## src/rtl/reg_bus_arbiter.sv

```systemverilog
// Round-robin arbiter between two register-bus masters and one slave port.
// It holds a latched copy of the granted access and aborts with an error if the slave never responds.
module reg_bus_arbiter #(
   parameter int          TIMEOUT_CYCLES = 64,
   parameter logic [7:0]  ERR_RDATA      = 8'hFF
) (
   input  logic       clk,
   input  logic       rst_n,
   input  logic       m0_wr,
   input  logic       m0_rd,
   input  logic [3:0] m0_addr,
   input  logic [7:0] m0_wdata,
   output logic [7:0] m0_rdata,
   output logic       m0_ready,
   output logic       m0_err,
   input  logic       m1_wr,
   input  logic       m1_rd,
   input  logic [3:0] m1_addr,
   input  logic [7:0] m1_wdata,
   output logic [7:0] m1_rdata,
   output logic       m1_ready,
   output logic       m1_err,
   output logic       reg_wr,
   output logic       reg_rd,
   output logic [3:0] reg_addr,
   output logic [7:0] reg_wdata,
   input  logic [7:0] reg_rdata,
   input  logic       reg_ready,
   output logic       busy,
   output logic       owner
);

   // state  | meaning
   // S_IDLE | waiting for a request; arbitrate on the next edge
   // S_BUSY | latched access driven to the slave, waiting for reg_ready or timeout
   // S_DONE | one cycle after completion so the owner can drop its request

   localparam int CW = (TIMEOUT_CYCLES > 0) ? $clog2(TIMEOUT_CYCLES + 1) : 1;
   localparam logic [CW-1:0] TO_VAL = CW'(TIMEOUT_CYCLES);
   localparam bit TO_EN = (TIMEOUT_CYCLES != 0);

   typedef enum logic [1:0] {S_IDLE, S_BUSY, S_DONE} state_t;

   state_t        state_q, state_d;
   logic [CW-1:0] cnt_q, cnt_d;
   logic          reg_wr_q, reg_wr_d, reg_rd_q, reg_rd_d;
   logic [3:0]    reg_addr_q, reg_addr_d;
   logic [7:0]    reg_wdata_q, reg_wdata_d;
   logic [7:0]    m0_rdata_q, m0_rdata_d, m1_rdata_q, m1_rdata_d;
   logic          m0_ready_q, m0_ready_d, m1_ready_q, m1_ready_d;
   logic          m0_err_q, m0_err_d, m1_err_q, m1_err_d;
   logic          busy_q, busy_d, owner_q, owner_d, last_owner_q, last_owner_d;
   logic          req0, req1, gnt, done, timed_out;

   always_comb begin
      state_d      = state_q;
      cnt_d        = cnt_q;
      reg_wr_d     = reg_wr_q;
      reg_rd_d     = reg_rd_q;
      reg_addr_d   = reg_addr_q;
      reg_wdata_d  = reg_wdata_q;
      m0_rdata_d   = m0_rdata_q;
      m1_rdata_d   = m1_rdata_q;
      m0_ready_d   = 1'b0;
      m1_ready_d   = 1'b0;
      m0_err_d     = 1'b0;
      m1_err_d     = 1'b0;
      owner_d      = owner_q;
      last_owner_d = last_owner_q;
      req0         = m0_wr | m0_rd;
      req1         = m1_wr | m1_rd;
      gnt          = (req0 & req1) ? ~last_owner_q : req1;
      done         = 1'b0;
      timed_out    = 1'b0;

      case (state_q)
         S_IDLE: begin
            if (req0 | req1) begin
               // a write wins when both strobes of a requester are high
               reg_wr_d     = gnt ? m1_wr : m0_wr;
               reg_rd_d     = gnt ? (m1_rd & ~m1_wr) : (m0_rd & ~m0_wr);
               reg_addr_d   = gnt ? m1_addr : m0_addr;
               reg_wdata_d  = gnt ? m1_wdata : m0_wdata;
               owner_d      = gnt;
               last_owner_d = gnt;
               cnt_d        = '0;
               state_d      = S_BUSY;
            end
         end
         S_BUSY: begin
            if (reg_ready) begin
               done = 1'b1;
            end else if (TO_EN && (cnt_q == TO_VAL)) begin
               done      = 1'b1;
               timed_out = 1'b1;
            end else begin
               cnt_d = cnt_q + CW'(1);
            end
            if (done) begin
               reg_wr_d = 1'b0;
               reg_rd_d = 1'b0;
               state_d  = S_DONE;
               if (owner_q) begin
                  m1_ready_d = 1'b1;
                  m1_err_d   = timed_out;
                  if (timed_out)     m1_rdata_d = ERR_RDATA;
                  else if (reg_rd_q) m1_rdata_d = reg_rdata;
               end else begin
                  m0_ready_d = 1'b1;
                  m0_err_d   = timed_out;
                  if (timed_out)     m0_rdata_d = ERR_RDATA;
                  else if (reg_rd_q) m0_rdata_d = reg_rdata;
               end
            end
         end
         S_DONE:  state_d = S_IDLE;
         default: state_d = S_IDLE;
      endcase

      busy_d = (state_d == S_BUSY);
   end

   always_ff @(posedge clk) begin
      if (!rst_n) begin
         state_q      <= S_IDLE;
         cnt_q        <= '0;
         reg_wr_q     <= 1'b0;
         reg_rd_q     <= 1'b0;
         reg_addr_q   <= '0;
         reg_wdata_q  <= '0;
         m0_rdata_q   <= '0;
         m1_rdata_q   <= '0;
         m0_ready_q   <= 1'b0;
         m1_ready_q   <= 1'b0;
         m0_err_q     <= 1'b0;
         m1_err_q     <= 1'b0;
         busy_q       <= 1'b0;
         owner_q      <= 1'b0;
         last_owner_q <= 1'b1;
      end else begin
         state_q      <= state_d;
         cnt_q        <= cnt_d;
         reg_wr_q     <= reg_wr_d;
         reg_rd_q     <= reg_rd_d;
         reg_addr_q   <= reg_addr_d;
         reg_wdata_q  <= reg_wdata_d;
         m0_rdata_q   <= m0_rdata_d;
         m1_rdata_q   <= m1_rdata_d;
         m0_ready_q   <= m0_ready_d;
         m1_ready_q   <= m1_ready_d;
         m0_err_q     <= m0_err_d;
         m1_err_q     <= m1_err_d;
         busy_q       <= busy_d;
         owner_q      <= owner_d;
         last_owner_q <= last_owner_d;
      end
   end

   assign reg_wr    = reg_wr_q;
   assign reg_rd    = reg_rd_q;
   assign reg_addr  = reg_addr_q;
   assign reg_wdata = reg_wdata_q;
   assign m0_rdata  = m0_rdata_q;
   assign m1_rdata  = m1_rdata_q;
   assign m0_ready  = m0_ready_q;
   assign m1_ready  = m1_ready_q;
   assign m0_err    = m0_err_q;
   assign m1_err    = m1_err_q;
   assign busy      = busy_q;
   assign owner     = owner_q;

endmodule

```

## config.mk

```make
export PLATFORM = sky130hd
export DESIGN_NAME = reg_bus_arbiter
export DESIGN_NICKNAME = d
export VERILOG_FILES = /design/src/rtl/reg_bus_arbiter.sv
export SDC_FILE = /design/constraint.sdc
export NUM_CORES = 1
export LEC_CHECK = 0
export BUFFER_PORTS_ARGS = -buffer_cell sky130_fd_sc_hd__buf_2
export CORE_MARGIN = 1.5
export CORE_UTILIZATION = 30
export CTS_CLUSTER_DIAMETER = 150
export DETAILED_ROUTE_END_ITERATION = 8
export HOLD_SLACK_MARGIN = 0.12
export PLACE_DENSITY = 0.56
export SYNTH_ARGS = -nofsm -noshare
export SYNTH_HDL_FRONTEND = slang
export SYNTH_SLANG_ARGS = --single-unit
```

## constraint.sdc

```tcl
create_clock -name clk -period 1.5 [get_ports clk]
set_input_delay 0.075 -clock clk [delete_from_list [all_inputs] [get_ports clk]]
set_output_delay 0.075 -clock clk [all_outputs]
set_load 0.1 [all_outputs]
```

**After elaboration in Yosys (flattened, before gate mapping)**

Index checks and enable logic that the tools add are counted.

- Add/sub/neg operators: 1
- $mul: 0
- Div/mod/pow operators: 0
- Magnitude comparators: 0
- Equality and inequality tests: 7
- Shift operators: 0
- Mux-type cells: 26
- Bitwise logic cells: 13
- Reductions and logical operators: 11

Operators by type and width:

| operator | count |
|---|---|
| two-way mux 8 bit | 3 |
| two-way mux 7 bit | 3 |
| AND reduction 4 bit | 4 |
| case mux 7 bit (2 select lines) | 1 |
| two-way mux 1 bit | 13 |
| != test 2 bit, second input constant | 4 |
| adder 7 x 1 -> 7 bit, second input constant | 1 |
| == test 7 bit, second input constant | 1 |
| NOT 1 bit | 7 |
| AND reduction 3 bit | 2 |
| == test 2 x 1 -> 1 bit, second input constant | 2 |
| two-way mux 2 bit | 2 |
| two-way mux 4 bit | 1 |
| case mux 1 bit (2 select lines) | 2 |
| case mux 2 bit (2 select lines) | 1 |
| nonzero test 2 bit | 2 |
| OR reduction 4 bit | 1 |
| bitwise AND 1 bit | 3 |
| OR 1 bit | 3 |
| logical NOT 2 bit | 1 |
| AND reduction 2 bit | 1 |

- Register bits after elaboration: 46
- Latch bits: 0
- RAM bits: 0
- Memory bits (read-only): 0
- Bits of input ports: 39
- Word-level logic and storage cells: 73
- Memories kept: 0

**Logic depth before layout (Yosys ltp)**

Gate-level depths: netlist (run 1).

- Word-level depth: 7
- Depth in mapped cells: 6
- Mapped depth without buffers: 6

**Worst setup path after synthesis (run 1)**

OpenSTA, ideal clock, no wires.

- Kind: reg2reg
- From: register owner_q, in the netlist owner
- To: register m1_rdata_q[4], in the netlist m1_rdata[4]
- Setup time: 0.121 ns
- Arrival: 1.682 ns
- Required time: 1.379 ns
- Path slack: -0.302 ns
- Stages on the path, launching flop included: 5
- Clock period less this slack: 1.802 ns
- Cell sequence: dfxtp_1 -> clkbuf_2 -> nand3_1 -> nor2_1 -> a21oi_1

- Word-level cells in the longest chain between the ends: 1

RTL lines:

| item | line | source |
|---|---|---|
| from (decl) | 52 | `logic busy_q, busy_d, owner_q, owner_d, last_owner_q, last_owner_d;` |
| from (signal assigned) | 154 | `owner_q <= owner_d;` |
| AND reduction 4 bit (no source line) | -- |  |
| to (signal assigned) | 148 | `m1_rdata_q <= m1_rdata_d;` |
| to (decl) | 49 | `logic [7:0] m0_rdata_q, m0_rdata_d, m1_rdata_q, m1_rdata_d;` |

Every way passes these cells.
A chain may end at the register's enable or synchronous reset.

**Worst setup path after layout (run 1)**

- From: register cnt_q[0]
- To: register m0_rdata_q[4], in the netlist m0_rdata[4]

- Word-level cells in the longest chain between the ends: 6
- Elaborated cells between the ends (all ways): 9
- Classes of those cells: 1 x eq/ne; 6 x mux; 2 x reduce/logical

RTL lines:

| item | line | source |
|---|---|---|
| from (decl) | 45 | `logic [CW-1:0] cnt_q, cnt_d;` |
| from (signal assigned) | 142 | `cnt_q <= cnt_d;` |
| == test 7 bit * | 93 | `end else if (TO_EN && (cnt_q == TO_VAL)) begin` |
| two-way mux 1 bit * | 93 |  |
| two-way mux 1 bit | 91 | `if (reg_ready) begin` |
| two-way mux 1 bit | 76 | `case (state_q)` |
| nonzero test 2 bit (no source line) | -- |  |
| AND reduction 4 bit (no source line) | -- |  |
| to (signal assigned) | 147 | `m0_rdata_q <= m0_rdata_d;` |
| to (decl) | 49 |  |

Every way passes the cells marked *; elsewhere a longest branch is shown, timed or not. The select of a mux whose other input is x is not followed.

==> results of run 1 <==
worst paths after layout:
kind	start	end	slack, ns
setup / recovery	cnt_q[0]$_SDFFE_PN0P_	m0_rdata[4]$_SDFFE_PN0P_	-0.23
hold / removal	m0_wr	reg_rd$_SDFFE_PN0P_	0.14
setup reg to reg	cnt_q[0]$_SDFFE_PN0P_	m0_rdata[4]$_SDFFE_PN0P_	-0.23
hold reg to reg	m0_rdata[1]$_SDFFE_PN0P_	m0_rdata[1]$_SDFFE_PN0P_	0.45
timing repair:
| item | CTS | global route |
|---|---|---|
| pin swaps | 0 | 1 |
| hold buffers | 24 | 0 |
| setup buffers | 1 | 2 |
| endpoints found under the setup margin | 28 | 28 |
| endpoints found under the hold margin | 12 | 0 |
| resized for setup | 6 | 7 |
per-stage QoR:
step           power (uW)  hold WS [ns]  area, um^2  worst slack [ns]
6_report             3040         0.136        2960            -0.234
5_1_grt              3160         0.161        2960            -0.308
4_1_cts              3050         0.134        2910            -0.236
3_5_place_dp         2230         0.367        2550            -0.241
3_3_place_gp         2230         0.364        2550            -0.183
2_1_floorplan        2020         0.246        1980            -0.115
critical path: stages (launching register included):
cell and delay, ns:
dfxtp_2 0.33, inv_2 0.07, ha_4 0.13, or4b_4 0.48
o31ai_4 0.26, buf_4 0.19, nand2_8 0.07, a21oi_1 0.14
power breakdown:
| group | internal (uW) | switching, uW | total [uW] |
|---|---|---|---|
| Sequential | 1290 | 44.2 | 1340 |
| Combinational | 268 | 665 | 933 |
| Clock | 372 | 397 | 770 |
| Total | 1930 | 1110 | 3040 |
kinds of logic (layout without fill, tap and decap cells):
logic type | count (synthesis) | in the layout
AND/OR/NAND/NOR | 80 | 80
AO/OA/AOI/OAI | 70 | 70
flip-flops | 46 | 46
buffers and inverters | 15 | 129
multiplexers | 12 | 12
adder cells (fa/ha/maj) | 2 | 2
layout make-up:
cell class                 count  area [um^2]  area share, %
sequential                    46          925           31.2
multi-input combinational    164         1050           35.5
clock buffer                   7         86.3           2.92
tap                           77         96.3           3.25
inverter                       3         11.3          0.380
clock inverter                 1         5.00          0.169
timing repair buffer         118          786           26.5
metal layers:
layer	track usage [%]	wire [um]	vias up
li1	-	-	1022
met1	18.1	2310	880
met2	25.5	2480	64
met3	4.35	362	5
met4	3.13	34	0
met5	0	0	-
registers in the layout, summed over array words and instances, names as in the netlist:
register	count
m1_err	1
m0_ready	1
reg_rd	1
m1_ready	1
last_owner_q	1
state_q	2
m0_err	1
reg_addr	4
reg_wdata	8
busy	1
reg_wr	1
m1_rdata	8
owner	1
cnt_q	7
m0_rdata	8
cells in the mapped netlist:
library cell,n
nand4_4,1
o21a_1,4
nor4b_1,2
o211ai_2,1
o32ai_1,2
nand2b_1,10
o21ba_2,1
o21ai_1,8
and2_1,1
or3_1,1
ha_1,2
inv_1,3
clkbuf_2,1
nand2_2,1
a41oi_1,2
and3_1,4
nor3_1,2
nor2b_1,5
nand3b_1,2
a31oi_1,5
mux2i_1,12
a21oi_1,34
nor4_1,2
clkbuf_1,9
o21ai_0,7
nand2_1,23
or2_1,1
nor2_1,19
a21boi_1,3
nand3_2,1
buf_2,2
or4b_4,1
o31ai_4,1
a31o_2,2
nand3_1,4
dfxtp_1,46
==> results.sh, run 1 <==
export IMPL_status="complete, but fails checks"
export IMPL_failed_checks="negative setup slack"
export IMPL_post_synth_top_area_cell="dfxtp_1"
export IMPL_overflow=0
export IMPL_startpoint_type="register"
export IMPL_synth_simple_area_share_pct=21.4
export IMPL_power_density_mw_per_mm2=1030
export IMPL_clockRootBuffer="clkbuf_8"
export IMPL_die_width_um=84.1
export IMPL_io_buffers=74
export IMPL_die_h_um=84.1
export IMPL_skew_ns=0.0109
export IMPL_cts_tree="yes"
export IMPL_critical_path_class="register to register"
export IMPL_synthTopCellsByArea="dfxtp_1 (47%), a21oi_1 (8.6%), mux2i_1 (6.1%)"
export IMPL_yosysWarnings=0
export IMPL_routed_wl_mm=5.18
export IMPL_syn2layout_area_growth_pct=50.0
export IMPL_post_route_period_util_pct=116
export IMPL_synth_top_family_by_area="compound AO/OA/AOI/OAI gates"
export IMPL_fp_row_count=29
export IMPL_synthXorXnorAreaFrac_pct=0
export IMPL_postLayoutCoreUtil_pct=46.6
export IMPL_avgViaCountPerCell=4.74
export IMPL_maxSlewViolCount=0
export IMPL_avgRoutedWirePerCell_um=12.5
export IMPL_leakage_uw=0.00136
export IMPL_synthMuxAreaShare_pct=6.09
export IMPL_antennaDiodeCount=0
export IMPL_grt_pass1_vias=1925
export IMPL_firstDrtPassIters=4
export IMPL_synthCells=225
export IMPL_place_hpwl_mm=3.49
export IMPL_antenna_found_initial=0
export IMPL_ys_seq_area_share_pct=46.7
export IMPL_crit_required_ns=1.72
export IMPL_grt_setup_unrepaired="yes"
export IMPL_hold_depth=3
export IMPL_clock_latency_ns=0.30
export IMPL_grt_max_degree=39
export IMPL_fmax_mhz=577
export IMPL_clk_path_buf_depth=2
export IMPL_final_common_cell="buf_2"
export IMPL_synth_seq_cells=46
export IMPL_cp_max_fo=8
export IMPL_dieArea_mm2=0.00707
export IMPL_initial_core_util_pct=31.1
export IMPL_fp_coreArea_mm2=0.00635
export IMPL_ir_drop_mv=0.572
export IMPL_h_tree_depth=2
export IMPL_end_kind="register"
export IMPL_cap_viol_max_count=0
export IMPL_vias=1971
export IMPL_drc=0
export IMPL_placed_cells=381
export IMPL_synth_top_area_share_pct=46.7
export IMPL_grt_first_pass_wirelength_mm=8.52
export IMPL_fin_tns_setup_ns=-4.31
export IMPL_fin_nets=379
export IMPL_cts_buffers=5
export IMPL_tightest_slew_ns=0.498
export IMPL_synth_fp_nets=266
export IMPL_synthAdderAreaFrac_pct=1.27
export IMPL_worst_slack_ns=-0.234
export IMPL_arrival_ns=1.95
export IMPL_initialDrtViolationCount=71
export IMPL_ys_types=36
export IMPL_min_path_type="primary input to register"
export IMPL_synth_compound_area_share_pct=21.6
export IMPL_nFillCells=612
export IMPL_hold_viol=0
export IMPL_num_io_pins=75
export IMPL_mostFrequentLayoutCells="buf_2 (74), dfxtp_1 (43), a21oi_1 (30)"
export IMPL_clk_pin_slew_ns=0.09
export IMPL_syn_avg_cell_area_um2=8.77
export IMPL_fin_cells=416
export IMPL_setup_violations=25
export IMPL_slew_headroom_pct=67.0
export IMPL_cts_sinks=46
export IMPL_drive_above_1_share_pct=36.6
export IMPL_ant_nets=0
export IMPL_synth_area_mm2=0.00197
export IMPL_grt_total_usage_pct=14.7
export IMPL_period_minus_slack_ns=1.73
export IMPL_r2r_cells=7
export IMPL_place_congestion=0.717
Note: power is estimated with default switching activity, not from simulation.
==> inputs of run 2 (changes only) <==
--- a/config.mk
+++ b/config.mk
@@ -11,7 +11,7 @@
 export CTS_CLUSTER_DIAMETER = 150
 export DETAILED_ROUTE_END_ITERATION = 8
 export HOLD_SLACK_MARGIN = 0.12
-export PLACE_DENSITY = 0.56
+export PLACE_DENSITY = 0.54
 export SYNTH_ARGS = -nofsm -noshare
 export SYNTH_HDL_FRONTEND = slang
 export SYNTH_SLANG_ARGS = --single-unit
==> constraint.sdc (replaced) <==
create_clock -name clk -period 2.1 [get_ports clk]
set_input_delay 0.105 -clock clk [delete_from_list [all_inputs] [get_ports clk]]
set_output_delay 0.105 -clock clk [all_outputs]
set_load 0.1 [all_outputs]
==> results.sh, run 2 (same netlist as run 1, synthesis figures left out) <==
export IMPL_io_buffers=74
export IMPL_num_io_pins=75
export IMPL_fmax_mhz=560
export IMPL_p_sw_uw=812
export IMPL_post_cts_resized=0
export IMPL_syn2layout_area_growth_pct=39.7
export IMPL_cts_tree="yes"
export IMPL_clk_pin_slew_ns=0.09
export IMPL_overflow=0
export IMPL_die_width_um=84.1
export IMPL_initial_core_util_pct=31.1
export IMPL_arrival_ns=1.95
export IMPL_tightest_slew_ns=0.540
export IMPL_skew_ns=0.0124
export IMPL_hold_viol=0
export IMPL_initialDrtViolationCount=75
export IMPL_dieArea_mm2=0.00707
export IMPL_grt_first_pass_wirelength_mm=8.55
export IMPL_drive_above_1_share_pct=29.7
export IMPL_cts_buffers=5
export IMPL_power_frac_seq_pct=44.4
export IMPL_end_kind="register"
export IMPL_clk_path_buf_depth=2
export IMPL_critical_path_class="register to register"
export IMPL_r2r_slack_ns=0.31
export IMPL_final_common_cell="buf_2"
export IMPL_fp_coreArea_mm2=0.00635
export IMPL_drc=0
export IMPL_grt_pass1_vias=1906
export IMPL_post_cts_buffers=0
export IMPL_fin_tns_setup_ns=0
export IMPL_die_h_um=84.1
export IMPL_antennaDiodeCount=0
export IMPL_firstDrtPassIters=4
export IMPL_crit_required_ns=2.27
export IMPL_h_tree_depth=2
export IMPL_cap_viol_max_count=0
export IMPL_design_area_mm2=0.00276
export IMPL_slew_headroom_pct=63.8
export IMPL_cp_max_fo=13
export IMPL_status="finished, final reports clean"
export IMPL_routed_wl_mm=5.03
export IMPL_avgViaCountPerCell=4.80
export IMPL_maxSlewViolCount=0
export IMPL_cts_sinks=46
export IMPL_power_density_mw_per_mm2=779
export IMPL_mostFrequentLayoutCells="buf_2 (74), dfxtp_1 (46), a21oi_1 (34)"
export IMPL_grt_total_usage_pct=14.6
export IMPL_power_share_combinational_pct=30.1
export IMPL_dpl_cell_area_mm2=0.00243
export IMPL_postLayoutCoreUtil_pct=43.4
export IMPL_grt_max_degree=39
export IMPL_ir_drop_mv=0.374
export IMPL_place_congestion=0.743
export IMPL_worst_hold_slack_ns=0.152
export IMPL_startpoint_type="register"
export IMPL_setup_violations=0
export IMPL_sw_frac_of_total_pct=37.8
export IMPL_avgRoutedWirePerCell_um=12.6
export IMPL_leakage_uw=0.00125
export IMPL_period_minus_slack_ns=1.79
export IMPL_clockRootBuffer="clkbuf_8"
export IMPL_antenna_found_initial=0
export IMPL_vias=1919
export IMPL_power_frac_clock_pct=25.5
export IMPL_clock_latency_ns=0.30
export IMPL_fp_row_count=29
export IMPL_post_route_period_util_pct=85.0
export IMPL_min_path_type="primary input to register"
export IMPL_ant_nets=0
export IMPL_fin_nets=363
export IMPL_place_hpwl_mm=3.36
export IMPL_p_int_uw=1340
export IMPL_grt_setup_unrepaired="no"
[run 2: layout make-up]
cell class / instances / area (um^2)
fill: 607 / 3590
clock inverter: 3 / 21.3
sequential: 46 / 921
timing repair buffer: 102 / 641
tap: 77 / 96.3
multi-input combinational: 164 / 997
clock buffer: 5 / 68.8
inverter: 3 / 11.3
[run 2: critical path, cell delays in order (launching register included)]
cell,delay (ns)
dfxtp_1,0.39
o21ai_0,0.10
o21ai_1,0.08
buf_4,0.25
mux2i_1,0.21
dlygate4sd3_1,0.56
a21oi_1,0.06
[run 2: metrics by stage]
step | setup WS [ns] | power (uW) | cells
finish | 0.314 | 2150 | 400
global route | 0.163 | 2250 | 400
CTS | 0.312 | 2160 | 400
detailed placement | 0.342 | 1560 | 368
global placement | 0.380 | 1560 | 368
floorplan | 0.298 | 1440 | 225
[run 2: worst paths after layout]
| path | from | endpoint | cells after the start |
|---|---|---|---|
| max | last_owner_q$_SDFFE_PN1P_ | reg_addr[2]$_SDFFE_PN0P_ | 6 |
| min | reg_rdata[7] | m0_rdata[7]$_SDFFE_PN0P_ | 4 |
| max reg2reg | last_owner_q$_SDFFE_PN1P_ | reg_addr[2]$_SDFFE_PN0P_ | 6 |
| min reg2reg | m0_rdata[4]$_SDFFE_PN0P_ | m0_rdata[4]$_SDFFE_PN0P_ | 2 |
[run 2: power by group through the flow]
stage	clock (uW)	sequential (uW)	combinational, uW
finish	547	954	646
global route	600	961	683
detailed placement	0	973	591
CTS	564	954	645
global placement	0	974	589
floorplan	0	1270	167
[run 2: what timing repair did]
action                                  CTS  global route
endpoints found under the setup margin    0             0
hold buffers                             24             0
endpoints found under the hold margin    12             0
[run 2: metal layers]
metal	vias to the layer above	global-route usage (%)	part of all wire, %
li1	988	-	-
met1	861	18.1	46
met2	65	24.9	47
met3	5	4.65	6.7
met4	0	2.68	0.76
met5	-	0	0
